===== src/rtl/gb_joypad_if.sv =====
// CPU-side bus into the P1 joypad register: clock enable, address, write strobe/data, read data.
interface gb_joypad_if;
  logic        ce;
  logic [15:0] addr;
  logic        wr;
  logic [7:0]  wdata;
  logic [7:0]  rdata;

  modport master (output ce, addr, wr, wdata, input rdata);
  modport slave  (input ce, addr, wr, wdata, output rdata);
endinterface


===== src/rtl/gb_joypad.sv =====
// Game Boy P1 (0xFF00) joypad register: select-line matrix read-back, falling-edge
// joypad interrupt pulse and STOP-mode wake level.
module gb_joypad #(
  parameter logic [15:0] ADDR          = 16'hFF00,
  parameter bit          IRQ_ON_SELECT = 1'b1
) (
  input  logic             clk,
  input  logic             reset,
  gb_joypad_if.slave       bus,
  input  logic [7:0]       buttons_i,
  output logic             irq_o,
  output logic             wake_o
);
  logic [1:0] sel_q, sel_d;
  logic [3:0] lines_q, lines_d;
  logic       irq_q, irq_d;

  logic       wr_hit;
  logic       sel_chg;
  logic [3:0] dir, act, fall;

  assign wr_hit  = bus.ce & bus.wr & (bus.addr == ADDR);
  assign sel_chg = wr_hit & (bus.wdata[5:4] != sel_q);

  // A write's new select is used in the same evaluation so select and lines never disagree.
  always_comb begin
    sel_d   = wr_hit ? bus.wdata[5:4] : sel_q;
    dir     = sel_d[0] ? 4'b0000 : buttons_i[3:0];
    act     = sel_d[1] ? 4'b0000 : buttons_i[7:4];
    lines_d = ~(dir | act);
    fall    = lines_q & ~lines_d;
    if (!IRQ_ON_SELECT && sel_chg)
      fall = 4'b0000;
    irq_d   = |fall;
  end

  always_ff @(posedge clk) begin
    if (reset) begin
      sel_q   <= 2'b11;
      lines_q <= 4'hF;
      irq_q   <= 1'b0;
    end else if (bus.ce) begin
      sel_q   <= sel_d;
      lines_q <= lines_d;
      irq_q   <= irq_d;
    end else begin
      irq_q   <= 1'b0;
    end
  end

  assign bus.rdata = (bus.addr == ADDR) ? {2'b11, sel_q, lines_q} : 8'hFF;
  assign irq_o     = irq_q;
  assign wake_o    = ~&lines_q;
endmodule


===== src/flat_wrapper.sv =====
// flat-port wrapper written by rule: the top's interface ports become plain ports
module gb_joypad_flat 
#(
  parameter logic [15:0] ADDR          = 16'hFF00,
  parameter bit          IRQ_ON_SELECT = 1'b1
)
  (clk, reset, buttons_i, irq_o, wake_o, bus_ce, bus_addr, bus_wr, bus_wdata, bus_rdata);
  gb_joypad_if bus_i ();
  input  logic clk;
  input  logic reset;
  input  logic [7:0] buttons_i;
  output logic irq_o;
  output logic wake_o;
  input wire logic [$bits(bus_i.ce)-1:0] bus_ce;
  input wire logic [$bits(bus_i.addr)-1:0] bus_addr;
  input wire logic [$bits(bus_i.wr)-1:0] bus_wr;
  input wire logic [$bits(bus_i.wdata)-1:0] bus_wdata;
  output wire logic [$bits(bus_i.rdata)-1:0] bus_rdata;
  assign bus_i.ce = bus_ce;
  assign bus_i.addr = bus_addr;
  assign bus_i.wr = bus_wr;
  assign bus_i.wdata = bus_wdata;
  assign bus_rdata = bus_i.rdata;
  gb_joypad #(.ADDR(ADDR), .IRQ_ON_SELECT(IRQ_ON_SELECT)) u_core (.clk(clk), .reset(reset), .bus(bus_i), .buttons_i(buttons_i), .irq_o(irq_o), .wake_o(wake_o));
endmodule

===== config.mk =====
export PLATFORM = sky130hd
export DESIGN_NAME = gb_joypad_flat
export DESIGN_NICKNAME = d
export VERILOG_FILES = /design/src/rtl/gb_joypad_if.sv /design/src/rtl/gb_joypad.sv /design/src/flat_wrapper.sv
export SDC_FILE = /design/constraint.sdc
export NUM_CORES = 1
export LEC_CHECK = 0
export BUFFER_PORTS_ARGS = -buffer_cell sky130_fd_sc_hd__buf_2
export CAP_MARGIN = 10
export CORE_MARGIN = 1
export CORE_UTILIZATION = 37
export DETAILED_ROUTE_END_ITERATION = 16
export GPL_ROUTABILITY_DRIVEN = 0
export PLACE_DENSITY = 0.81
export SETUP_SLACK_MARGIN = 0.5
export SYNTH_ARGS = -nofsm -noshare
export SYNTH_HDL_FRONTEND = slang
export SYNTH_SLANG_ARGS = --single-unit

===== constraint.sdc =====
create_clock -name clk -period 4.8 [get_ports clk]
set_input_delay 0.48 -clock clk [delete_from_list [all_inputs] [get_ports clk]]
set_output_delay 0.48 -clock clk [all_outputs]
set_load 0.005 [all_outputs]

==> reports/metrics.yaml, run 1 <==
yosys:
  synth_compound_area_share_pct: 26.8
  synth_top_area_share_pct: 29.1
  ys_ff_latch: 7
  synth_top_family_by_area: "simple AND/OR/NAND/NOR gates"
  ys_top_cells_by_area: "dfxtp_1 29%, or2b_1 7.8%, a211o_1 7.3%, a221oi_1 7.3%, a32o_1 6.2%"
  yosysSeqAreaShare_pct: 29.1
  synth_cell_types: 26
  syn_avg_cell_area_um2: 9.83
  synth_edf_count: 0
  postSynthCellCount: 49
  synth-adder-area-share_pct: 0
  synth_area_um2: 482
  yosys.area_share.simple_pct: 35.8
  synth.largest_area_cell: "dfxtp_1"
  synth.area.mux_share_pct: 2.86
  ys.flop_type: "dfxtp_1"
  yosysWarnings: 0
  synth_xor_area_share_pct: 0
  synthArstFlopShare_pct: 0
worst_setup_path:
  path_class: "input port to register"
  cpMaxStageDelayCell: "or4b_4"
  worstPathRequired_ps: 4930
  worst_path_largest_cell_delay_ps: 530
  path_max_fanout: 9
  endpoint_kind: "register"
  cp_data_arrival_time_ps: 2610
  path_cells: "buf_2, or4b_4, nor4_4, nand3_1, mux2i_2, a32o_1, o41a_1"
  critical_path.startpoint_type: "input port"
clock_tree:
  clkSinkCount: 7
  cts_buffer_depth: 2
  cts_setup_buffers: 0
  cts_resized: 0
  htreeDepth: 1
  cts_buffers: 3
  root_buffer: "clkbuf_4"
  cts_tree: "yes"
  cts_hold_buf: 0
  clk_pin_slew_ps: 50
  clk_latency_ps: 250
timing:
  whs_ps: 513
  finalSetupViolCount: 0
  worstMarginPinSlew_ps: 488
  fin_crit_ps: 2480
  fin_crit_sh_pct: 51.6
  rsz0062_at_grt: "false"
  slew_violations: 0
  setup_slack_ps: 2320
  fmax_ghz: 0.403
  hold_viol_final: 0
  relSlewSlack_pct: 66.8
  worst_clock_skew_ps: 4.41
  setup_tns_ps: 0
status:
  outcome: "complete, no violations"
routing:
  ant_nets: 0
  drt-vias-per-instance: 5.36
  post_drt_wl_per_cell_um: 12.1
  routed_wl_mm: 1.25
  drt_iter0_markers: 8
  vias: 552
  drc: 0
  drt-pass1-iter-count: 4
final_layout:
  areaGrowthSynthToFinish_pct: 45.2
  final_layout_size_suffix_gt1_share_pct: 51.7
  final_nets: 126
  final.fill_count: 110
  num_antenna_cells: 0
pwr:
  p_int_uw: 105
  combinationalPowerShare_pct: 16.7
  power.share.switching_pct: 23.6
  leakage_nw: 0.316
  power_frac_seq_pct: 44.9
  power_density_nw_per_um2: 197
  netSwitchingPower_uw: 32.4
  pwr-share-clk_pct: 38.4
  peakVddDrop_mv: 0.160
die:
  start_util_pct: 41.7
  core-area_um2: 1160
  io_pins: 46
  die_h_um: 38.1
  die_w_um: 38.1
  die_area_um2: 1450
  rows: 12
run:
  cap_violations: 0
grt:
  grt_max_degree: 10
  overflow: 0
  grtUsageTotal_pct: 19.4
  grt_pass1_wl_mm: 1.99
  grt_antenna_before_repair: 0
  grt_pass1_vias: 476
place:
  io_buffers: 37
  hpwl_mm: 1.01
  dp_slack_ps: 2060
hold_path:
  hp-class: "input port to register"
==> registers in the layout, summed over array words and instances, names as in the netlist <==
register / flops
u_core.sel_q: 2
u_core.irq_o: 1
u_core.lines_q: 4
==> path summary, 6_finish.rpt <==
| kind | startpoint | to | slack, ps | cells after the start |
|---|---|---|---|---|
| setup / recovery | bus_addr[3] | u_core.irq_o | 2320 | 7 |
| hold / removal | reset | u_core.lines_q[2] | 510 | 2 |
| setup reg to reg | u_core.sel_q[1] | u_core.irq_o | 3310 | 5 |
| hold reg to reg | u_core.lines_q[0] | u_core.lines_q[0] | 550 | 1 |
==> critical path, delay by kind of cell <==
family	cells	cell delay, ps
AO/OA/AOI/OAI	2	650
multiplexers	1	260
AND/OR/NAND/NOR	3	1110
buffers and inverters	1	100
==> cells in the mapped netlist (all sizes together) (2+ instances only) <==
cell type / count
dfxtp: 7
or2b: 5
a211o: 4
a221oi: 4
a32o: 4
and2: 4
buf: 2
nand4b: 2
nor2: 2
or4b: 2
==> routing by layer <==
metal	vias to the layer above	share of wire [%]	global-route usage [%]
met5	-	0	0
met4	0	1.3	2.68
met3	2	5.6	6.98
met2	18	53	33.9
met1	257	40	22.9
li1	275	-	-
==> placed cells by master, fill, tap and decap left out, drive strengths merged <==
cell    instances
a211o           4
a221oi          4
a31oi           1
a32o            4
and2            4
and4            1
buf            37
clkbuf          4
clkinv          1
conb            2
dfxtp           7
inv             1
mux2i           1
nand2           1
nand2b          1
nand3           1
nand4           1
nand4b          2
nor2            2
nor4            1
o41a            1
or2b            5
or3             1
or4b            2
==> through the flow <==
| stage | total power [mW] | utilization, % | cells | cell area [um2] |
|---|---|---|---|---|
| after floorplan | 0.0715 | - | 50 | 485 |
| after global placement | 0.0850 | 58.2 | 99 | 673 |
| after detailed placement | 0.0859 | 58.2 | 99 | 673 |
| after CTS | 0.139 | 60.5 | 103 | 699 |
| after global routing | 0.145 | 60.5 | 103 | 699 |
| final | 0.138 | 60.5 | 103 | 699 |
==> cells by family after synthesis <==
kind of cell | after synthesis
AO/OA/AOI/OAI | 14
buffers and inverters | 4
flip-flops | 7
multiplexers | 1
other | 1
AND/OR/NAND/NOR | 22
==> power groups by stage <==
stage | logic, mW | clock network [mW] | registers (mW)
after floorplan | 0.00916 | 0 | 0.0624
after global placement | 0.0222 | 0 | 0.0628
after detailed placement | 0.0230 | 0 | 0.0629
after CTS | 0.0231 | 0.0540 | 0.0617
after global routing | 0.0255 | 0.0574 | 0.0619
final | 0.0229 | 0.0528 | 0.0618
==> layout make-up <==
type	count	area [um2]	area share, %
Timing Repair Buffer	37	185	26.5
Inverter	2	7.51	1.07
Multi-Input combinational cell	39	323	46.2
Clock buffer	4	26.3	3.76
Sequential cell	7	140	20.0
Tap cell	14	17.5	2.50
Power figures use the tool's default switching activity.
==> inputs of run 2 (changes only) <==
--- a/config.mk
+++ b/config.mk
@@ -8,10 +8,10 @@
 export BUFFER_PORTS_ARGS = -buffer_cell sky130_fd_sc_hd__buf_2
 export CAP_MARGIN = 10
 export CORE_MARGIN = 1
-export CORE_UTILIZATION = 37
+export CORE_UTILIZATION = 34
 export DETAILED_ROUTE_END_ITERATION = 16
 export GPL_ROUTABILITY_DRIVEN = 0
-export PLACE_DENSITY = 0.81
+export PLACE_DENSITY = 0.76
 export SETUP_SLACK_MARGIN = 0.5
 export SYNTH_ARGS = -nofsm -noshare
 export SYNTH_HDL_FRONTEND = slang
==> constraint.sdc (replaced) <==
create_clock -name clk -period 2.5 [get_ports clk]
set_input_delay 0.25 -clock clk [delete_from_list [all_inputs] [get_ports clk]]
set_output_delay 0.25 -clock clk [all_outputs]
set_load 0.005 [all_outputs]
==> run 2 against run 1 <==
Net effect:
- first-iteration DRC count up 50%
- design area up 7.2%
- largest power group unchanged
- highest routed layer unchanged
- worst hold slack worse by 220 ps
- register-to-register slack worse by 2300 ps
- clock power up 91%
- critical endpoint unchanged
- count of clock-buffer cells in the layout unchanged
- sequential power up 93%
==> reports/metrics.yaml, run 2 (synthesis results as in run 1) <==
timing:
  fin_crit_sh_pct: 84.8
  whs_ps: 294
  setup_tns_ps: 0
  setup_slack_ps: 379
  slew_violations: 0
  worst_clock_skew_ps: 0.503
  fmax_ghz: 0.472
  finalSetupViolCount: 0
  hold_viol_final: 0
  rsz0062_at_grt: "true"
  fin_crit_ps: 2120
pwr:
  leakage_nw: 0.337
  peakVddDrop_mv: 0.243
  netSwitchingPower_uw: 62.5
  p_int_uw: 203
  power.share.switching_pct: 23.5
  pwr-share-clk_pct: 37.9
  power_frac_seq_pct: 44.6
  combinationalPowerShare_pct: 17.5
  power_density_nw_per_um2: 355
grt:
  grt_pass1_wl_mm: 1.79
  grt_max_degree: 10
  grtUsageTotal_pct: 17.4
  grt_pass1_vias: 436
  grt_antenna_before_repair: 0
  overflow: 0
clock_tree:
  clk_latency_ps: 240
  cts_buffer_depth: 2
  clk_pin_slew_ps: 50
  clkSinkCount: 7
  htreeDepth: 1
  cts_buffers: 3
  cts_hold_buf: 0
  root_buffer: "clkbuf_4"
  cts_tree: "yes"
die:
  io_pins: 46
  die_h_um: 39.6
  rows: 13
  die_area_um2: 1570
  die_w_um: 39.6
  core-area_um2: 1320
  start_util_pct: 36.6
final_layout:
  layout_common_cells: "36 x buf_2, 7 x dfxtp_1, 5 x or2b_1"
  regMostFlops: "u_core.lines_q"
  final_nets: 128
  areaGrowthSynthToFinish_pct: 55.6
  final_layout_size_suffix_gt1_share_pct: 56.0
  final_common_cell: "buf_2"
  num_antenna_cells: 0
  largest_reg_flops: 4
  final_cell_area_um2: 749
  final.fill_count: 119
worst_setup_path:
  path_max_fanout: 8
  worst_path_largest_cell_delay_ps: 540
  critical_path.startpoint_type: "input port"
  cp_data_arrival_time_ps: 2250
  path_cells: "buf_6, or4b_4, nor4_4, nand3_2, mux2i_4, a32o_1, o41a_1"
  endpoint_kind: "register"
  path_class: "input port to register"
  cpMaxStageDelayCell: "or4b_4"
  worstPathRequired_ps: 2630
routing:
  routed_wl_mm: 1.25
  drt-pass1-iter-count: 2
  drc: 0
  vias: 554
  drt-vias-per-instance: 5.23
  drt_iter0_markers: 12
  post_drt_wl_per_cell_um: 11.8
  ant_nets: 0
run:
  cap_violations: 0
place:
  dpl_cell_area_um2: 682
  io_buffers: 37
  dp_slack_ps: 103
  hpwl_um: 989
status:
  outcome: "complete, no violations"
hold_path:
  hp-class: "input port to register"
run 2: cell count changes in the layout (fill, tap and decap cells not counted):
cell	delta
a221oi_1	-1
or4b_4	+1
buf_4	+1
nand3_1	-1
nand3_2	+1
a221oi_2	+1
buf_2	-1
buf_6	+2
mux2i_2	-1
mux2i_4	+1
or4b_1	-1
run 2: power groups by stage:
stage / Combinational [mW] / Sequential, mW / Clock [mW]
floorplan: 0.0176 / 0.120 / 0
global placement: 0.0425 / 0.120 / 0
detailed placement: 0.0437 / 0.121 / 0
CTS: 0.0467 / 0.118 / 0.102
global route: 0.0512 / 0.119 / 0.112
finish: 0.0466 / 0.119 / 0.101
run 2: path summary, 6_finish.rpt:
kind	from	endpoint	slack [ps]	cells after the start
worst max-delay path	bus_addr[4]	u_core.irq_o	380	7
worst min-delay path	reset	u_core.lines_q[1]	290	2
worst max register to register	u_core.sel_q[1]	u_core.irq_o	1010	5
worst min register to register	u_core.lines_q[1]	u_core.lines_q[1]	530	1
run 2: metrics by stage:
step	utilization, %	instances	power [mW]
after floorplan	-	50	0.137
after global placement	51.8	101	0.163
after detailed placement	51.8	101	0.165
after CTS	56.9	106	0.267
after global routing	56.9	106	0.282
final	56.9	106	0.266
run 2: what timing repair did:
item,4_1_cts,5_1_grt
buffers inserted,1,0
resized for setup,6,0
pin swaps,4,1
setup endpoints to repair,5,10
run 2: per-layer routing:
metal / vias to the layer above / routed length, um / global-route usage [%]
li1: 277 / - / -
met1: 259 / 534 / 20.1
met2: 16 / 648 / 29.1
met3: 2 / 60 / 5.11
met4: 0 / 10 / 7.76
met5: - / 0 / 0
run 2: worst max-delay path: cells and delay by family:
kind	cells	cell delay (ps)
compound gates	2	640
buf+inv	1	90
simple gates	3	1010
mux	1	260
run 2: cell type report:
class / count / area (um2) / area share [%]
repair buffers: 39 / 210 / 28.0
well taps: 15 / 18.8 / 2.50
inverters: 2 / 7.51 / 1.00
multi-input cells: 39 / 347 / 46.2
clock buffers: 4 / 26.3 / 3.51
flip-flops and latches: 7 / 140 / 18.7
==> inputs of run 3 (changes only) <==
==> constraint.sdc (replaced) <==
create_clock -name clk -period 2 [get_ports clk]
set_input_delay 0.2 -clock clk [delete_from_list [all_inputs] [get_ports clk]]
set_output_delay 0.2 -clock clk [all_outputs]
set_load 0.005 [all_outputs]
==> run 3 against run 2 <==
Net effect:
- the run now ends with negative setup slack left
- count of clock-buffer cells in the layout stayed put
- global-route usage grew 1.1 points
- clock skew is essentially flat
- clock power increased by 24%
- setup slack lost 440 ps
- worst hold slack worse by 57 ps
- register-to-register slack worse by 430 ps
- flip-flop and latch count unchanged
- sequential power is 24% higher
- core utilization grew 9.3 points
- via count grew 7.9%
- critical path type unchanged
- critical endpoint unchanged
- largest cell class unchanged
- largest power group unchanged
==> reports/metrics.yaml, run 3 (synthesis results as in run 1) <==
status:
  outcome: "complete, but fails checks"
  violations: "negative setup slack"
pwr:
  power_uw: 335
  leakage_nw: 0.401
  peakVddDrop_mv: 0.396
  power_density_nw_per_um2: 384
hold_path:
  holdPathEnd: "u_core.lines_q[0]"
  holdPathStages: 2
  hold_start: "reset"
  hp-class: "input port to register"
grt:
  grt_pass1_vias: 479
  overflow: 0
  grt_pass1_wl_mm: 2.01
  grt_max_degree: 10
  grtUsageTotal_pct: 18.5
  grt_antenna_before_repair: 0
routing:
  routed_wl_mm: 1.39
  drt-vias-per-instance: 5.16
  post_drt_wl_per_cell_um: 11.9
  drc: 0
  drt_iter0_markers: 20
  vias: 598
  drt-pass1-iter-count: 4
  ant_nets: 0
die:
  die_w_um: 39.6
  io_pins: 46
  die_area_um2: 1570
  rows: 13
  core-area_um2: 1320
  die_h_um: 39.6
  start_util_pct: 36.6
clock_tree:
  htreeDepth: 1
  clk_latency_ps: 250
  root_buffer: "clkbuf_4"
  cts_buffer_depth: 2
  cts_buffers: 3
  clk_pin_slew_ps: 50
  cts_tree: "yes"
  clkSinkCount: 7
timing:
  fin_crit_ps: 2060
  finalSetupViolCount: 2
  slew_violations: 0
  worst_clock_skew_ps: 0.400
  rsz0062_at_grt: "true"
  whs_ps: 237
  fmax_ghz: 0.486
  fin_crit_sh_pct: 103
  setup_slack_ps: -58.4
  hold_viol_final: 0
final_layout:
  num_antenna_cells: 0
  fin_util_pct: 66.2
  areaGrowthSynthToFinish_pct: 81.0
  final_cell_area_um2: 872
  layout_common_cells: "36 x buf_2, 7 x buf_6, 7 x dfxtp_1"
  largest_reg_flops: 4
  final_common_cell: "buf_2"
  final_layout_size_suffix_gt1_share_pct: 63.4
  regMostFlops: "u_core.lines_q"
  final_nets: 138
worst_setup_path:
  reg2reg_depth: 5
  r2r-start: "u_core.sel_q[1]"
  endpoint_kind: "register"
  r2r_setup_slack_ps: 580
  cp_data_arrival_time_ps: 2190
  path_class: "input port to register"
  path_max_fanout: 8
  worstPathRequired_ps: 2130
  reg2reg_to: "u_core.irq_o"
  critical_path.startpoint_type: "input port"
place:
  io_buffers: 37
  hpwl_mm: 1.01
  dp_slack_ps: -342
  dpl_cell_area_um2: 704
run:
  cap_violations: 0
-- run 3: layer usage --
metal	part of all wire (%)	routed length [um]	track usage, %
met5	0	0	0
met2	50	697	27.5
met3	6.1	84	8.52
met4	1.8	25	3.45
met1	42	579	24.3
-- run 3: critical path, cell delays in order --
cell	delay, ps
buf_6	90
or4b_4	530
nor4_4	320
and4_4	310
nor2_4	70
a32o_1	250
o41a_1	410
-- run 3: report_power, final --
part	switching, mW	internal [mW]
Combinational	0.0260	0.0349
Sequential	0.00463	0.144
Clock	0.0493	0.0759
-- run 3: per-stage QoR --
stage / TNS (ps) / instances
floorplan: -315 / 50
global placement: -1120 / 104
detailed placement: -1370 / 104
CTS: -38.9 / 113
global route: -464 / 116
finish: -77.0 / 116
-- run 3: how the worst max path moves through the flow --
stage / cells after the start / endpoint / startpoint / slack, ps
4_1_cts: 7 / u_core.irq_o / bus_addr[6] / -40
2_1_floorplan: 6 / u_core.irq_o / bus_addr[3] / -160
6_report: 7 / u_core.irq_o / bus_addr[6] / -60
5_1_grt: 7 / u_core.irq_o / bus_addr[6] / -110
3_5_place_dp: 7 / u_core.irq_o / bus_addr[3] / -340
3_3_place_gp: 7 / u_core.irq_o / bus_addr[3] / -290
-- run 3: final cells by class --
type	count	area [um2]
multi-input cells	39	375
fillers	104	445
clock buffers	4	26.3
well taps	15	18.8
inverters	2	7.51
flip-flops and latches	7	140
repair buffers	49	304
-- run 3: repair_timing --
item	CTS	global route
buffers inserted	5	3
hold buffers	0	0
endpoints found under the hold margin	0	0
resized for setup	15	2
endpoints found under the setup margin	13	13
pin swaps	8	1
